[config.mk]
export PLATFORM = sky130hd
export DESIGN_NAME = rx_polling_monitor
export DESIGN_NICKNAME = d
export VERILOG_FILES = /design/src/rtl/rx_polling_monitor.sv
export SDC_FILE = /design/constraint.sdc
export NUM_CORES = 1
export LEC_CHECK = 0
export BUFFER_PORTS_ARGS = -buffer_cell sky130_fd_sc_hd__buf_4
export CORE_UTILIZATION = 51
export DETAILED_ROUTE_END_ITERATION = 6
export GPL_TIMING_DRIVEN = 0
export PLACE_DENSITY_LB_ADDON = 0.12
export SYNTH_ARGS = -nofsm -noshare
export SYNTH_HDL_FRONTEND = slang
export SYNTH_SLANG_ARGS = --single-unit
[constraint.sdc]
create_clock -name clk -period 2.42 [get_ports clk]
set_input_delay 0.121 -clock clk [delete_from_list [all_inputs] [get_ports clk]]
set_output_delay 0.121 -clock clk [all_outputs]
set_load 0.005 [all_outputs]
[src/rtl/rx_polling_monitor.sv]
// RX polling monitor: counts consecutive qualifying training sets in Polling.Active/Configuration and requests the next Rx substate.
// Latency: finishRx/gotoRx rise one cycle after the completing training set; all outputs are registered.
// Backpressure: none, every tsValid strobe is consumed; define RX_POLL_TIMEOUT_EN for the per-substate fallback timer.
module rx_polling_monitor #(
    parameter int TS_COUNT       = 8,
    parameter int TIMEOUT_CYCLES = 24000,
    parameter int CNT_W          = 16
) (
    input  logic       clk,
    input  logic       reset,
    input  logic [3:0] substateRx,
    input  logic       tsValid,
    input  logic       tsType,
    input  logic       tsLinkPad,
    input  logic       tsLanePad,
    output logic       finishRx,
    output logic [3:0] gotoRx,
    output logic [3:0] tsCount
);

    if (TS_COUNT < 1 || TS_COUNT > 15 || TIMEOUT_CYCLES < 1 || TIMEOUT_CYCLES >= (1 << CNT_W)) begin : gBadParams
        $error("rx_polling_monitor: TS_COUNT must fit tsCount and CNT_W must hold TIMEOUT_CYCLES");
    end

    localparam logic [3:0] TS_MAX = 4'(TS_COUNT);

    typedef enum logic [1:0] {IDLE, COUNT, DONE} state_t;

    state_t     state, stateNext;
    logic [3:0] tracked, trackedNext;
    logic       finishNext;
    logic [3:0] gotoNext, countNext;
    logic       inPolling, qualify;

`ifdef RX_POLL_TIMEOUT_EN
    localparam logic [CNT_W-1:0] TIMER_LAST = CNT_W'(TIMEOUT_CYCLES - 1);
    logic [CNT_W-1:0] timer, timerNext;
`endif

    assign inPolling = (substateRx == 4'd2) || (substateRx == 4'd3);
    // Polling.Active accepts TS1 or TS2; Polling.Configuration only TS2.
    assign qualify   = tsValid && tsLinkPad && tsLanePad && ((tracked == 4'd2) || tsType);

    always_comb begin
        stateNext   = state;
        trackedNext = tracked;
        finishNext  = finishRx;
        gotoNext    = gotoRx;
        countNext   = tsCount;
`ifdef RX_POLL_TIMEOUT_EN
        timerNext   = timer;
`endif
        case (state)
            IDLE: begin
                finishNext = 1'b0;
                gotoNext   = 4'd0;
                countNext  = 4'd0;
`ifdef RX_POLL_TIMEOUT_EN
                timerNext  = '0;
`endif
                if (inPolling) begin
                    stateNext   = COUNT;
                    trackedNext = substateRx;
                end
            end
            COUNT: begin
`ifdef RX_POLL_TIMEOUT_EN
                timerNext = timer + 1'b1;
`endif
                if (substateRx != tracked) begin
                    stateNext = IDLE;
                    countNext = 4'd0;
`ifdef RX_POLL_TIMEOUT_EN
                    timerNext = '0;
`endif
                end else if (qualify && (tsCount == TS_MAX - 4'd1)) begin
                    // Success takes priority over a coincident timeout.
                    stateNext  = DONE;
                    countNext  = TS_MAX;
                    finishNext = 1'b1;
                    gotoNext   = (tracked == 4'd3) ? 4'd4 : 4'd3;
                end else begin
                    if (qualify) begin
                        countNext = (tsCount == TS_MAX) ? tsCount : tsCount + 4'd1;
                    end else if (tsValid) begin
                        countNext = 4'd0;
                    end
`ifdef RX_POLL_TIMEOUT_EN
                    if (timer == TIMER_LAST) begin
                        stateNext  = DONE;
                        finishNext = 1'b1;
                        gotoNext   = 4'd0;
                    end
`endif
                end
            end
            DONE: begin
                if (substateRx != tracked) begin
                    stateNext  = IDLE;
                    finishNext = 1'b0;
                    gotoNext   = 4'd0;
                    countNext  = 4'd0;
                end
            end
            default: stateNext = IDLE;
        endcase
    end

    always_ff @(posedge clk or negedge reset) begin
        if (!reset) begin
            state    <= IDLE;
            tracked  <= 4'd0;
            finishRx <= 1'b0;
            gotoRx   <= 4'd0;
            tsCount  <= 4'd0;
`ifdef RX_POLL_TIMEOUT_EN
            timer    <= '0;
`endif
        end else begin
            state    <= stateNext;
            tracked  <= trackedNext;
            finishRx <= finishNext;
            gotoRx   <= gotoNext;
            tsCount  <= countNext;
`ifdef RX_POLL_TIMEOUT_EN
            timer    <= timerNext;
`endif
        end
    end

endmodule

==> flow_summary_export.csv <==
group,metric,value,unit
clock_tree,cts_tree,"done",
cells_and_area,final_area,972,um^2
synthesis,postSynth.asyncResetShare,1.00,
synthesis,ys_ff_latch,13,
detailed_routing,drtIter0Drc,10,
synthesis,synthFlopType,"dfrtp_1",
synthesis,ys_warn_count,0,
power_and_ir_drop,p_comb_frac,0.141,
die,coreArea,0.00137,mm^2
timing,fin_crit,2.16,ns
detailed_routing,vias,722,
timing,fin_ws,0.261,ns
placement,placed_cell_area,936,um^2
global_route,grt_pass1_vias,699,
power_and_ir_drop,power.leakage,0.440,nW
synthesis,syn-instance-count,82,
timing,fin_worst_skew,0.00420,ns
setup_path,critPathMaxFanout,7,
power_and_ir_drop,cellPowerDensity,433,mW/mm^2
setup_path,worstSetupPathType,"reg2reg",
hold_path,hp-class,"in2reg",
cells_and_area,num_antenna_cells,0,
clock_tree,clk_latency,0.28,ns
timing,fmax,463,MHz
clock_tree,root_buffer,"clkbuf_4",
synthesis,synth_compound_area_frac,0.212,
power_and_ir_drop,p_sw,109,uW
setup_path,cp-start-kind,"flop",
cells_and_area,syn2layout_area_growth,23.1,%
die,fp.dieW,41.3,um
synthesis,synth_top_family_by_area,"compound AO/OA/AOI/OAI gates",
setup_path,crit_required,2.62,ns
die,initial_core_util,0.578,
timing,setup-tns-final,0,ns
power_and_ir_drop,ir_drop,0.000297,V
timing,slew_violations,0,
global_route,antenna_found_initial,0,
timing,hold_violations,0,
placement,dp_slack,0.322,ns
synthesis,synth_edf_count,0,
synthesis,muxShareOfSynthArea,0.0285,
timing,relSlewSlack,0.347,
detailed_routing,viasPerCell,6.07,
run_status,status,"complete, no violations",
clock_tree,path_clk_slew,0.08,ns
cells_and_area,drive_above_1_share,0.260,
synthesis,synth_cell_type_count,36,
global_route,grt_pass1_wl,2840,um
synthesis,syn-num-nets,94,
die,num_rows,13,
setup_path,cp-end-kind,"flop",
timing,setup_violations,0,
clock_tree,post_cts_resized,0,
clock_tree,clockBufferDepth,2,
detailed_routing,ant_nets,0,
synthesis,synth_area,790,um^2
power_and_ir_drop,seqPwrFrac,0.537,
synthesis,yosysSeqAreaShare,0.412,
die,dieArea,0.00171,mm^2
clock_tree,clock_sinks,13,
detailed_routing,wl,1820,um
die,die_y,41.3,um
power_and_ir_drop,pwr-share-clk,0.323,
job,maxCapViolCount,0,
synthesis,syn_avg_cell_area,9.63,um^2
power_and_ir_drop,swShare,0.260,
placement,io_buffer_count,17,
global_route,grt_max_degree,14,
setup_path,cp.arrival,2.36,ns
cells_and_area,nets,117,
placement,dp_cells,114,
power_and_ir_drop,intPower,311,uW
detailed_routing,firstDrtPassIters,3,
cells_and_area,final_cells,119,
clock_tree,numCtsBuffers,3,
timing,rsz0062_at_grt,"no",
clock_tree,cts_htree_levels,1,
placement,hpwl,1370,um
timing,finalCritPeriodShare,0.892,
synthesis,synth_xor_xnor_area_share,0.0444,
detailed_routing,post-route-drc-count,0,
global_route,grt.overflow.total,0,
timing,timing.hold.ws,0.0931,ns
synthesis,synthAdderAreaFrac,0.0317,
clock_tree,cts_setup_buffers,0,
global_route,groute.usage.overall,0.260,
timing,worst_pin_slew,0.971,ns
detailed_routing,post_drt_wl_per_cell,15.3,um
placement,gp_congestion,0.765,
die,ioPinCount,19,
synthesis,synth-simple-area-share,0.212,
per-layer routing:
layer	track usage	wire (um)	share of wire	vias up
li1	-	-	-	352
met2	0.484	966	0.53	13
met4	0.0968	22	0.012	0
met3	0.0319	41	0.023	4
met1	0.298	786	0.43	353
met5	0	0	0	-
path summary, 6_finish.rpt:
| path | from | end | slack [ns] | cells after the start |
|---|---|---|---|---|
| hold reg to reg | finishRx$_DFFE_PN0P_ | finishRx$_DFFE_PN0P_ | 0.53 | 1 |
| min in group asynchronous | reset | finishRx$_DFFE_PN0P_ | 0.24 | 2 |
| setup / recovery | tracked[2]$_DFFE_PN0P_ | tsCount[3]$_DFFE_PN0P_ | 0.26 | 5 |
| max in group asynchronous | reset | state[0]$_DFFE_PN0P_ | 2.02 | 2 |
| setup reg to reg | tracked[2]$_DFFE_PN0P_ | tsCount[3]$_DFFE_PN0P_ | 0.26 | 5 |
| hold / removal | substateRx[0] | tracked[0]$_DFFE_PN0P_ | 0.09 | 2 |
cells by family after synthesis:
group	count (synthesis)
other	1
xor gates and xnor gates	4
adders and majority gates	2
AOI/OAI and AO/OA	23
and+or+nand+nor	28
DFF	13
buffers and inverters	9
muxes	2
flip-flops by register name (all words and copies together), names as in the netlist:
register / count
finishRx: 1
gotoRx: 2
state: 2
tracked: 4
tsCount: 4
Yosys cell counts, drive strengths merged, types with 3 or more instances:
library cell | count | area (um^2)
nand3 | 4 | 20.0
and2 | 3 | 18.8
dfrtp | 13 | 325
nand2 | 5 | 18.8
a21oi | 4 | 20.0
xor2 | 4 | 35.0
buf | 3 | 20.0
inv | 4 | 15.0
o21ai | 4 | 20.0
nor3 | 3 | 20.0
worst max-delay path, stage by stage (launching register included):
cell and delay [ns]:
dfrtp_1 0.43, xor2_1 0.19, nor4_1 0.83, nand3_1 0.16, nor4b_1 0.29, a2bb2oi_1 0.19
power groups by stage:
stage | registers, mW | logic, mW | clock network (mW)
floorplan | 0.229 | 0.0312 | 0
global placement | 0.230 | 0.0548 | 0
detailed placement | 0.230 | 0.0574 | 0
CTS | 0.226 | 0.0588 | 0.136
global route | 0.227 | 0.0656 | 0.145
finish | 0.226 | 0.0592 | 0.136
cells in the final DEF, fill, tap and decap left out, drive strengths merged, types with 2 or more instances in the layout:
cell,netlist,layout
a21oi,4,4
a22o,2,2
a31oi,2,2
and2,3,3
and3b,2,2
buf,3,20
clkbuf,2,6
dfrtp,13,13
ha,2,2
inv,4,4
mux2,2,2
nand2,5,5
nand2b,2,2
nand3,4,4
nor3,3,3
nor4,2,2
nor4b,2,2
o2111a,2,2
o21ai,4,4
o31ai,2,2
xor2,4,4
final cells by class:
cell class	instances	area, um^2
clock buffers	4	26.3
inverters	4	15.0
multi-input cells	60	422
well taps	15	18.8
flip-flops and latches	13	325
repair buffers	18	138
plain buffers	5	27.5
fillers	125	394
per-stage QoR:
| stage | utilization | total power [mW] |
|---|---|---|
| after floorplan | - | 0.261 |
| after global placement | 0.685 | 0.285 |
| after detailed placement | 0.685 | 0.288 |
| after CTS | 0.712 | 0.421 |
| after global routing | 0.712 | 0.438 |
| final | 0.712 | 0.421 |
repair_timing:
item	in CTS	in global routing
hold buffers	1	0
hold endpoints to repair	13	0
setup endpoints to repair	0	0
No activity file was read; power rests on OpenSTA's default activity.
